### config.mk
export PLATFORM = sky130hd
export DESIGN_NAME = reg_scoreboard
export DESIGN_NICKNAME = d
export VERILOG_FILES = /design/src/rtl/reg_scoreboard.sv
export SDC_FILE = /design/constraint.sdc
export NUM_CORES = 1
export LEC_CHECK = 0
export BUFFER_PORTS_ARGS = -buffer_cell sky130_fd_sc_hd__buf_2
export CAP_MARGIN = 20
export CORE_MARGIN = 1.5
export CORE_UTILIZATION = 60
export DETAILED_ROUTE_END_ITERATION = 6
export PLACE_DENSITY = 0.91
export SYNTH_ARGS = -nofsm -noshare
export SYNTH_HDL_FRONTEND = slang
export SYNTH_SLANG_ARGS = --single-unit
### constraint.sdc
create_clock -name clk -period 4.7 [get_ports clk]
set_clock_uncertainty 0.2 [all_clocks]
set_input_delay 0.47 -clock clk [delete_from_list [all_inputs] [get_ports clk]]
set_output_delay 0.47 -clock clk [all_outputs]
set_load 0.03 [all_outputs]
### src/rtl/reg_scoreboard.sv
// Register scoreboard: per-register pending-write counters that flag read-after-write hazards
// at issue and retire on write-back. X31 (ZREG) is the zero register and is never tracked.
module reg_scoreboard #(
  parameter int unsigned NREG      = 32,
  parameter int unsigned AW        = 5,
  parameter int unsigned CW        = 2,
  parameter int unsigned ZREG      = 31,
  parameter bit          WB_BYPASS = 1'b1
) (
  input  logic            clk,
  input  logic            reset_n,
  input  logic            iss_valid,
  input  logic            iss_wen,
  input  logic [AW-1:0]   iss_rd,
  input  logic [AW-1:0]   iss_rn,
  input  logic [AW-1:0]   iss_rm,
  input  logic [AW-1:0]   iss_rt,
  input  logic            reg2loc,
  input  logic            wb_valid,
  input  logic [AW-1:0]   wb_rd,
  output logic            stall,
  output logic            issue_ok,
  output logic [NREG-1:0] busy,
  output logic            err_uflow
);

  localparam logic [AW-1:0] ZAddr  = AW'(ZREG);
  localparam logic [CW-1:0] CntOne = CW'(1);
  localparam logic [CW-1:0] CntMax = '1;

  logic [CW-1:0]   r_cnt [NREG];
  logic            r_err;

  logic [AW-1:0]   w_src2;
  logic [CW-1:0]   w_cnt_rn, w_cnt_s2, w_cnt_rd, w_cnt_wb;
  logic            w_byp_rn, w_byp_s2;
  logic            w_hz_rn, w_hz_s2, w_full, w_uflow;
  logic [NREG-1:0] w_inc, w_dec;

  assign w_src2   = reg2loc ? iss_rt : iss_rm;
  assign w_cnt_rn = r_cnt[iss_rn];
  assign w_cnt_s2 = r_cnt[w_src2];
  assign w_cnt_rd = r_cnt[iss_rd];
  assign w_cnt_wb = r_cnt[wb_rd];

  // A final retire in the same cycle releases a single pending reader
  assign w_byp_rn = WB_BYPASS & wb_valid & (wb_rd == iss_rn) & (w_cnt_rn == CntOne);
  assign w_byp_s2 = WB_BYPASS & wb_valid & (wb_rd == w_src2) & (w_cnt_s2 == CntOne);

  assign w_hz_rn  = (iss_rn != ZAddr) & (w_cnt_rn != '0) & ~w_byp_rn;
  assign w_hz_s2  = (w_src2 != ZAddr) & (w_cnt_s2 != '0) & ~w_byp_s2;
  // Deliberately blind to a same-cycle retire so the counter can never overflow
  assign w_full   = iss_wen & (iss_rd != ZAddr) & (w_cnt_rd == CntMax);

  assign stall    = iss_valid & (w_hz_rn | w_hz_s2 | w_full);
  assign issue_ok = iss_valid & ~stall;
  assign w_uflow  = wb_valid & (wb_rd != ZAddr) & (w_cnt_wb == '0);

  always_comb begin
    w_inc = '0;
    w_dec = '0;
    for (int unsigned i = 0; i < NREG; i++) begin
      if (i != ZREG) begin
        w_inc[i] = issue_ok & iss_wen & (iss_rd == AW'(i));
        w_dec[i] = wb_valid & (wb_rd == AW'(i)) & (r_cnt[i] != '0);
      end
    end
  end

  always_ff @(posedge clk or negedge reset_n) begin
    if (!reset_n) begin
      for (int unsigned i = 0; i < NREG; i++) begin
        r_cnt[i] <= '0;
      end
      r_err <= 1'b0;
    end else begin
      for (int unsigned i = 0; i < NREG; i++) begin
        if (w_inc[i] && !w_dec[i]) begin
          r_cnt[i] <= r_cnt[i] + CntOne;
        end else if (w_dec[i] && !w_inc[i]) begin
          r_cnt[i] <= r_cnt[i] - CntOne;
        end
      end
      r_err <= r_err | w_uflow;
    end
  end

  always_comb begin
    busy = '0;
    for (int unsigned i = 0; i < NREG; i++) begin
      busy[i] = (r_cnt[i] != '0);
    end
  end

  assign err_uflow = r_err;

endmodule
Word level (Yosys, flattened, before mapping) --
Index checks and enable logic that the tools add are counted.
Cells by class: $add $sub $neg 62, magnitude comparators 4, equality and inequality tests 69, mux-type cells 75, bitwise gates (word level) 118, reduce and logical (&&, ||, !) cells 191
Operators with widths (number):
- $eq A5 B5 Y1 const B | 30
- $mux W2 | 70
- $reduce_bool A2 Y1 | 64
- $and A1 B1 Y1 | 108
- $eq A5 B4 Y1 const B | 16
- $add A2 B1 Y2 const B | 31
- $logic_and A1 B1 Y1 | 62
- $logic_not A1 Y1 | 62
- $sub A2 B1 Y2 const B | 31
- $bmux W2 S5 | 4
- $eq A5 B3 Y1 const B | 8
- $ge A6 B6 Y1 const B | 4
- $not A5 Y6 | 4
- $eq A5 B2 Y1 const B | 4
- $ne A5 B5 Y1 const B | 4
- $eq A5 B1 Y1 const B | 2
- $eq A5 B5 Y1 | 2
- $logic_not A5 Y1 | 2
- $mux W5 | 1
- $eq A2 B1 Y1 const B | 2
- $not A1 Y1 | 3
- $or A1 B1 Y1 | 3
- $eq A2 B2 Y1 const B | 1
- $logic_not A2 Y1 | 1
Word-level totals: bits in registers 63, input bits 31, output and inout port bits 35

Depth between registers and ports, before layout --
Gate-level depths: netlist of run 1.
depth in word-level cells 20, gate-level depth with buffers 15, gate-level depth less buffers 12

Worst setup path before layout of run 1 --
Ideal clock, no wire load.
path kind in2out, start point in reg2loc, end point out issue_ok, arrival 2.828 ns, data required time 4.030 ns, setup slack 1.202 ns, stages on the path 11, buffers on the path 3, cells stage by stage buf_4 > mux2i_2 > buf_2 > mux2i_1 > mux2i_1 > mux2i_1 > o211ai_1 > nor4_4 > nand4_4 > buf_6 > nor2_1
Between the ends: cells in the longest elaborated chain, start to end 14, elaborated cells on any way between the ends 19, those cells by class eq/ne: 3; mux: 4; bitwise: 11; reduce/logical: 1
Ends and longest elaborated chain:
- start: declaration | RTL line 18 | input logic reg2loc,
- $mux W5 * | RTL line 40 | assign w_src2 = reg2loc ? iss_rt : iss_rm;
- $not A5 Y6 (not written as such) | RTL line 42 | assign w_cnt_s2 = r_cnt[w_src2];
- $bmux W2 S5 | RTL line 42
- $mux W2 (not written as such) (2 in a row) | RTL line 42
- $eq A2 B1 Y1 | RTL line 48 | assign w_byp_s2 = WB_BYPASS & wb_valid & (wb_rd == w_src2) & (w_cnt_s2 == CntOne);
- $and A1 B1 Y1 | RTL line 48
- $not A1 Y1 | RTL line 51 | assign w_hz_s2 = (w_src2 != ZAddr) & (w_cnt_s2 != '0) & ~w_byp_s2;
- $and A1 B1 Y1 * | RTL line 51
- $or A1 B1 Y1 * (2 in a row) | RTL line 55 | assign stall = iss_valid & (w_hz_rn | w_hz_s2 | w_full);
- $and A1 B1 Y1 * | RTL line 55
- $not A1 Y1 * | RTL line 56 | assign issue_ok = iss_valid & ~stall;
- $and A1 B1 Y1 * | RTL line 56
- end: declaration | RTL line 22 | output logic issue_ok,
Every way passes the cells marked *; elsewhere a longest branch is shown, timed or not. The select of a mux whose other input is x is not followed.

Worst setup path after layout of run 1 --
start point in reg2loc, end point out stall
Between the ends: cells in the longest elaborated chain, start to end 12, elaborated cells on any way between the ends 17, those cells by class eq/ne: 3; mux: 4; bitwise: 9; reduce/logical: 1
Ends and longest elaborated chain:
- $mux W5 * | RTL line 40
- $not A5 Y6 (not written as such) | RTL line 42
- $bmux W2 S5 | RTL line 42
- $mux W2 (not written as such) (2 in a row) | RTL line 42
- $eq A2 B1 Y1 | RTL line 48
- $and A1 B1 Y1 | RTL line 48
- $not A1 Y1 | RTL line 51
- $and A1 B1 Y1 * | RTL line 51
- $or A1 B1 Y1 * (2 in a row) | RTL line 55
- $and A1 B1 Y1 * | RTL line 55
- end: declaration | RTL line 21 | output logic stall,
Marks and branches as above.

==> results.cfg, run 1 <==
[pwr]
power_density_mw_per_mm2 = 586.2
p_comb_frac = 0.525
p_switching_w = 0.001838
leakagePower_nw = 2.977
ir_worst_vdd_mv = 0.3706
clkPwrFrac = 0.135
internal_power_w = 0.001914
switching_share = 0.4899
total_power_w = 0.003751
seqPwrFrac = 0.340

[synthesis]
synthTopCellsByCount = 66 x xor2_1, 63 x dfrtp_1, 48 x nor2_1
syn_nets = 654
synth_most_common_cell = xor2_1
ys.flop_type = dfrtp_1
synth_top_area_share = 0.2702
synth_top_family_by_area = multiplexers
netlist_area_mm2 = 0.005834
synth_cells = 592
synthArstFlopShare = 1.000
yosys.area.top_type = dfrtp_1
synth-xor-area-share = 0.1546
yosys.cell_types.count = 56
ys_seq_area_frac = 0.2702
yosys_warnings = 0
synth_compound_area_frac = 0.06455
synthMuxAreaShare = 0.2132
yosys.area_share.simple = 0.1954
synth-edff-count = 0
synthTopCellsByArea = dfrtp_1 27%, mux4_2 12%, xor2_1 9.9%, ha_1 6.6%, xnor2_1 5.6%
ys_ff_latch = 63
syn_area_per_cell_um2 = 9.855
synth_fa_ha_area_frac = 0.06648

[clock_network]
ctsHoldBuffers = 0
path_clk_slew_ns = 0.08
cts_buffers = 9
cts_tree = yes
clock_latency_ns = 0.34
root_buffer = clkbuf_8
post-cts-setup-buffers = 0
cts-htree-levels = 3
cts.sink_count = 63
cts_resized = 0
cts_buffer_depth = 2

[route]
met2_length_um = 7489
first_pass_iters = 7
wirelength_um = 17500
drc = 1
routedWlPerCell_um = 22.57
routed_via_density = 6.754
route.vias.total = 5234
antenna_left = 0
top_layer = met4
drt_iter0_drc = 648
wl_met3_um = 2463
wl_met1_um = 6661

[timing]
hold_viol_final = 0
maxSlewHeadroom = 0.2445
setup_tns_ns = 0
worstMarginPinSlew_ns = 1.131
drv_slew = 0
rsz0062_at_grt = no
setup_viol = 0
clock.fmax_ghz = 0.2410
fin_crit_ns = 4.149
finalCritPeriodShare = 0.8828

[grt]
grt-ovfl-total = 0
grtUsageTotal = 0.3584
grt_pass1_vias = 5166
grt_pass1_wl_um = 27740
antenna_found_initial = 0
grt_max_degree = 64

[finish]
fin_nets = 703
antenna_cells = 0
postLayoutCellArea_mm2 = 0.006400
drive_gt1_frac = 0.2477
areaGrowthSynthToFinish_pct = 9.693

[place]
gp_congestion = 0.9761
io_buffers = 64
hpwl_um = 12860
place_area_mm2 = 0.006191

[floorplanning]
die_w_um = 101.6
io_pins = 66
row_count = 35
start_util = 0.6255
die-area_mm2 = 0.01032
core_mm2 = 0.009328
die_height_um = 101.6

[critical_path]
path_class = primary input to output pin
cp.arrival_ns = 3.48
cp.required_ns = 4.03
crit_chain = buf_2 -> mux2i_2 -> buf_4 -> mux2_2 -> a221oi_1 -> o21ai_0 -> nand4_1 -> nand4_4 -> and2_1 -> buf_2
critPathLaunchType = primary input
r2r_cells = 11
cp_top_family = simple AND/OR/NAND/NOR gates
cp.depth = 10
cpMaxStageDelayCell = nand4_4
crit_path_frequent_cell = buf_2
crit_path_max_incr_delay_ns = 0.45
critical_path_buf_inv_count = 3
endpoint_kind = output pin
cp_max_fo = 33

[min_path]
min_path_type = primary input to asynchronous set/reset pin

[flow_run]
maxCapViolCount = 0

[status]
outcome = complete, but fails checks
violations = design-rule violations
-- flip-flops by register name (all words and copies together), names as in the netlist --
name       count
err_uflow      1
r_cnt         62
-- cells by family (layout without fill, tap and decap cells) --
logic type | count (synthesis) | count (layout)
multiplexers | 74 | 74
AO/OA/AOI/OAI | 56 | 56
XOR/XNOR | 103 | 103
buffers and inverters | 42 | 96
AND/OR/NAND/NOR | 222 | 222
adder cells (fa/ha/maj) | 31 | 31
other | 1 | 1
flip-flops | 63 | 63
-- final timing paths --
check                                       from                    end  slack (ns)
max                                      reg2loc                  stall        0.55
min                                      reset_n  r_cnt[40]$_DFFE_PN0P_         0.1
max reg2reg                r_cnt[56]$_DFFE_PN0P_   r_cnt[3]$_DFFE_PN0P_        0.99
min reg2reg                r_cnt[27]$_DFFE_PN0P_  r_cnt[27]$_DFFE_PN0P_        0.35
max in group asynchronous                reset_n   r_cnt[7]$_DFFE_PN0P_        3.65
min in group clk                        wb_valid    err_uflow$_DFF_PN0_        0.26
-- metrics by stage --
| step | instances | setup slack [ns] | util | hold slack, ns |
|---|---|---|---|---|
| 3_5_place_dp | 759 | 0.5726 | 0.6637 | 0.3213 |
| 6_report | 775 | 0.5509 | 0.6861 | 0.09739 |
| 5_1_grt | 775 | 0.4045 | 0.6861 | 0.1574 |
| 3_3_place_gp | 759 | 0.7214 | 0.6637 | 0.2939 |
| 2_1_floorplan | 592 | 1.202 | - | -0.02559 |
| 4_1_cts | 775 | 0.6213 | 0.6861 | 0.1292 |
-- layer usage --
metal	vias to the layer above	track usage
li1	2238	-
met1	2482	0.4814
met2	430	0.5179
met3	84	0.1153
met4	0	0.1880
met5	-	0
-- area by class of cell --
type                            count  area [um^2]
Clock buffer                       13        168.9
Fill cell                         720         2928
Multi-Input combinational cell    487         4054
Sequential cell                    63         1577
Inverter                           11        41.29
Clock inverter                      3        40.04
Timing Repair Buffer               69        357.8
Tap cell                          129        161.4
-- worst reg2reg max path: stages (launching register included) --
cell,delay [ns]
dfrtp_1,0.48
mux4_1,0.53
mux2_2,0.29
a211oi_2,0.23
a311oi_1,0.10
nor4_4,0.28
nand4_4,0.49
nor3_1,0.39
ha_1,0.21
xor2_1,0.20
nor2_1,0.08
xor2_1,0.14
-- power by group through the flow --
| stage | Combinational (W) | Sequential (W) | Clock (W) |
|---|---|---|---|
| finish | 0.00197 | 0.00128 | 0.000506 |
| global route | 0.00208 | 0.00129 | 0.000540 |
| CTS | 0.00194 | 0.00125 | 0.000513 |
| detailed placement | 0.00192 | 0.00125 | 0 |
| global placement | 0.00188 | 0.00123 | 0 |
| floorplan | 0.00153 | 0.00106 | 0 |
-- cell usage in the layout, fill, tap and decap left out, drive strengths merged, types with 3 or more instances in the layout --
| master | count |
|---|---|
| buf | 69 |
| xor2 | 66 |
| dfrtp | 63 |
| nor2 | 48 |
| nand3 | 42 |
| xnor2 | 37 |
| nor3 | 37 |
| mux4 | 36 |
| nand2 | 31 |
| ha | 31 |
| or2 | 30 |
| mux2i | 30 |
| o21ai | 14 |
| clkbuf | 13 |
| a21oi | 11 |
| inv | 10 |
| mux2 | 8 |
| nand2b | 8 |
| o211ai | 6 |
| and2 | 4 |
| o22ai | 4 |
| nor2b | 4 |
| nand4 | 4 |
| a211oi | 4 |
| o2111ai | 3 |
| nand3b | 3 |
| nor4 | 3 |
| clkinv | 3 |
(Power assumes the default switching activity.)
==> run 2: changes to the inputs <==
Settings changed: CELL_PAD_IN_SITES_DETAIL_PLACEMENT set to 1, CELL_PAD_IN_SITES_GLOBAL_PLACEMENT set to 2, CORE_UTILIZATION 60 to 41, PLACE_DENSITY 0.91 to 0.95.
==> run 2 against run 1 <==
Effect of this change:
- the run now ends clean
- final area grew 2.1%
- core utilization down 22 points
- fmax down 1.1%
- critical path type unchanged
- sequential power is essentially flat
- clock power rose by 30%
- count of clock-buffer cells in the layout is 3 lower
- flip-flop and latch count unchanged
- critical path depth unchanged
- worst hold slack gained 0.016 ns
- power increased by 6.0%
- register-to-register slack got worse by 0.14 ns
- worst setup slack lost 0.046 ns
==> results.cfg, run 2 (synthesis results as in run 1) <==
[status]
outcome = completed

[critical_path]
cp.required_ns = 4.03
cp-startpoint = reg2loc
crit_end = issue_ok
r2r_cells = 11
path_class = primary input to output pin
r2r-start = r_cnt[52]$_DFFE_PN0P_
endpoint_kind = output pin
cp.arrival_ns = 3.52
cp_max_fo = 33
rrSetupSlack_ns = 0.85
r2r-end = r_cnt[7]$_DFFE_PN0P_
critPathLaunchType = primary input

[timing]
setup_viol = 0
maxSlewHeadroom = 0.2378
finalWorstSetupSlack_ns = 0.5051
setup_tns_ns = 0
drv_slew = 0
worstMarginPinSlew_ns = 1.141
fin_crit_ns = 4.195
rsz0062_at_grt = no
clock.fmax_ghz = 0.2384
hold_viol_final = 0
finalCritPeriodShare = 0.8925

[clock_network]
cts_resized = 0
cts_tree = yes
cts_buffer_depth = 2
clock_latency_ns = 0.34
cts.sink_count = 63
ctsHoldBuffers = 0
root_buffer = clkbuf_16
post-cts-setup-buffers = 0
cts-htree-levels = 3
cts_buffers = 9
path_clk_slew_ns = 0.06

[grt]
grt_pass1_vias = 5440
grt_max_degree = 64
grtUsageTotal = 0.2893
grt_pass1_wl_um = 32000
antenna_found_initial = 0
grt-ovfl-total = 0

[finish]
final_cell_mix = 66 x xor2_1, 64 x buf_2, 63 x dfrtp_1, 48 x nor2_1, 42 x nand3_1
drive_gt1_frac = 0.2465
largest_reg_flops = 62
areaGrowthSynthToFinish_pct = 11.99
final_common_cell = xor2_1
layout.cells.non_filler = 825
fin_nets = 703
antenna_cells = 0
top_register = r_cnt

[route]
wirelength_um = 20650
drt_iter0_drc = 561
antenna_left = 0
drc = 0
routedWlPerCell_um = 25.03
route.vias.total = 5207
first_pass_iters = 4
routed_via_density = 6.312

[floorplanning]
core_mm2 = 0.01388
start_util = 0.4203
die-area_mm2 = 0.01495
row_count = 43
die_height_um = 122.3
die_w_um = 122.3
io_pins = 66

[flow_run]
maxCapViolCount = 0

[pwr]
leakagePower_nw = 3.010
ir_worst_vdd_mv = 0.2946
power_density_mw_per_mm2 = 608.4

[min_path]
min_path_type = primary input to asynchronous set/reset pin

[place]
dp.cells = 810
place_ws_ns = 0.4709
hpwl_um = 15130
gp_congestion = 0.8945
io_buffers = 64
-- run 2: cell types whose count changed in the layout (fill, tap and decap cells not counted), sizes merged --
cell / before / now
clkinv: 3 / 5
clkbuf: 13 / 10
-- run 2: worst min-delay path by stage --
stage	to	cells past startpoint	from
final	r_cnt[42]$_DFFE_PN0P_	2	reset_n
after global routing	r_cnt[43]$_DFFE_PN0P_	2	reset_n
after CTS	r_cnt[43]$_DFFE_PN0P_	2	reset_n
after detailed placement	err_uflow$_DFF_PN0_	1	err_uflow$_DFF_PN0_
after global placement	err_uflow$_DFF_PN0_	1	err_uflow$_DFF_PN0_
after floorplan	err_uflow$_DFF_PN0_	0	reset_n
-- run 2: final cells by class --
class	count	area, um^2
inverters	11	41.29
well taps	180	225.2
repair buffers	69	357.8
clock buffers	10	229.0
flip-flops and latches	63	1577
clock inverters	5	50.05
multi-input cells	487	4054
fillers	1622	7347
-- run 2: routing by layer --
layer / vias up / GRT usage / wire [um]
li1: 2247 / - / -
met1: 2670 / 0.3856 / 8584
met2: 252 / 0.4689 / 9903
met3: 38 / 0.04879 / 1582
met4: 0 / 0.1163 / 580
met5: - / 0 / 0
-- run 2: where the power goes --
part | total [W] | switching, W | internal [W] | leakage, nW
combinational | 0.00201 | 0.00117 | 0.000846 | 2.05
sequential | 0.00131 | 0.000525 | 0.000781 | 0.815
clock | 0.000658 | 0.000254 | 0.000404 | 0.142
-- run 2: critical path: stages --
cell and delay, ns:
buf_2 0.33, mux2i_4 0.61, buf_4 0.26, mux2i_1 0.09, o2111ai_1 0.25, o211ai_1 0.19
nor4_4 0.22, nand4_4 0.48, nor2_1 0.37, buf_2 0.26
-- run 2: per-stage QoR --
stage / utilization / power (W) / instance area [um^2] / hold slack, ns
after global routing: 0.4707 / 0.004141 / 6534 / 0.1915
after floorplan: - / 0.002597 / 5834 / -0.02559
after global placement: 0.4506 / 0.003165 / 6255 / 0.2963
after CTS: 0.4707 / 0.003938 / 6534 / 0.1511
after detailed placement: 0.4506 / 0.003247 / 6255 / 0.2937
final: 0.4707 / 0.003975 / 6534 / 0.1138
==> run 3: changes to the inputs <==
Clock period 4.7 ns to 5.4 ns, I/O delays scaled along.
==> run 3 against run 2 <==
Effect of this change:
- sequential share of layout area about the same
- core utilization about the same
- via count up 1.4%
- wire length down 0.33%
==> results.cfg, run 3 (synthesis results as in run 1) <==
[status]
outcome = completed

[timing]
hold_viol_final = 0
setup_viol = 0
worstMarginPinSlew_ns = 1.150
setup_tns_ns = 0
clock.fmax_ghz = 0.2178
drv_slew = 0
maxSlewHeadroom = 0.2318
finalCritPeriodShare = 0.8503
rsz0062_at_grt = no
fin_crit_ns = 4.592

[min_path]
min_path_type = primary input to asynchronous set/reset pin

[finish]
final_cell_mix = 66 x xor2_1, 64 x buf_2, 63 x dfrtp_1, 48 x nor2_1, 42 x nand3_1
n_fill_cell = 1566
layout.cells.non_filler = 824
antenna_cells = 0
multi_input_area_mm2 = 0.004054
fin_nets = 701
top_register = r_cnt
seqCellArea_mm2 = 0.001577
drive_gt1_frac = 0.2438
final_common_cell = xor2_1
areaGrowthSynthToFinish_pct = 11.95
largest_reg_flops = 62

[pwr]
leakagePower_nw = 3.005
power_density_mw_per_mm2 = 531.8
ir_worst_vdd_mv = 0.2795

[floorplanning]
die-area_mm2 = 0.01495
io_pins = 66
core_mm2 = 0.01388
die_w_um = 122.3
die_height_um = 122.3
row_count = 43
start_util = 0.4203

[grt]
grt-ovfl-total = 0
antenna_found_initial = 0
grt_max_degree = 64
grt_pass1_vias = 5606
grt_pass1_wl_um = 32340
grtUsageTotal = 0.2894

[critical_path]
critPathLaunchType = primary input
path_class = primary input to output pin
cp.required_ns = 4.66
cp.arrival_ns = 3.85
endpoint_kind = output pin
cp_max_fo = 33

[clock_network]
root_buffer = clkbuf_16
cts_tree = yes
cts_buffer_depth = 2
cts-htree-levels = 3
cts_resized = 0
post-cts-setup-buffers = 0
ctsHoldBuffers = 0
path_clk_slew_ns = 0.06
clock_latency_ns = 0.34
cts_buffers = 9
cts.sink_count = 63

[place]
io_buffers = 64
gp_congestion = 0.9425
hpwl_um = 14900
dp.cells = 808

[route]
routedWlPerCell_um = 24.98
drc = 0
wirelength_um = 20580
drt_iter0_drc = 481
routed_via_density = 6.407
antenna_left = 0
first_pass_iters = 5
route.vias.total = 5279

[flow_run]
maxCapViolCount = 0
-- run 3: cell count changes in the layout (fill, tap and decap cells not counted) --
cell / delta
clkbuf_1: +1
buf_4: -2
clkbuf_8: +1
clkinv_2: -1
-- run 3: final timing paths --
kind | from | endpoint | slack, ns | depth (start not counted)
max in group asynchronous | reset_n | r_cnt[7]$_DFFE_PN0P_ | 4.25 | 2
max reg2reg | r_cnt[54]$_DFFE_PN0P_ | r_cnt[15]$_DFFE_PN0P_ | 1.49 | 10
min in group clk | err_uflow$_DFF_PN0_ | err_uflow$_DFF_PN0_ | 0.30 | 1
min reg2reg | err_uflow$_DFF_PN0_ | err_uflow$_DFF_PN0_ | 0.30 | 1
min | reset_n | r_cnt[42]$_DFFE_PN0P_ | 0.19 | 2
max | reg2loc | stall | 0.81 | 10
-- run 3: report_power, final --
group          leakage [nW]  internal [W]  total, W  switching, W
logic                  2.04      0.000735   0.00175       0.00101
clock network         0.146      0.000368  0.000596      0.000228
registers             0.815      0.000680   0.00113      0.000449
total                  3.00       0.00178   0.00347       0.00169
-- run 3: stage by stage --
step                hold WS, ns  utilization  worst slack, ns  power (W)  cell area [um^2]
floorplan               0.04441            -            1.762   0.002260              5834
global placement         0.2823       0.4495            1.042   0.002747              6240
detailed placement       0.2742       0.4495           0.8047   0.002821              6240
CTS                      0.2226       0.4705           0.8793   0.003438              6531
global route             0.2709       0.4705           0.6574   0.003616              6531
finish                   0.1918       0.4705           0.8082   0.003473              6531
-- run 3: per-layer routing --
metal / track usage / vias up / share of wire
met3: 0.06691 / 88 / 0.081
met2: 0.4536 / 284 / 0.46
met5: 0 / - / 0
met4: 0.1424 / 0 / 0.048
li1: - / 2243 / -
met1: 0.3767 / 2664 / 0.42
-- run 3: critical path, cell delays in order --
cell	delay, ns
buf_2	0.33
mux2i_2	0.81
mux2i_1	0.31
mux2i_1	0.11
mux2i_1	0.23
o211ai_1	0.16
nor4_4	0.25
nand4_4	0.55
and2_1	0.39
buf_2	0.17
-- run 3: cell type report --
class	instances	share of cell area
Clock inverter	4	0.006897
Inverter	11	0.006322
Clock buffer	12	0.03774
Multi-Input combinational cell	487	0.6207
Sequential cell	63	0.2414
Timing Repair Buffer	67	0.05249
Tap cell	180	0.03448
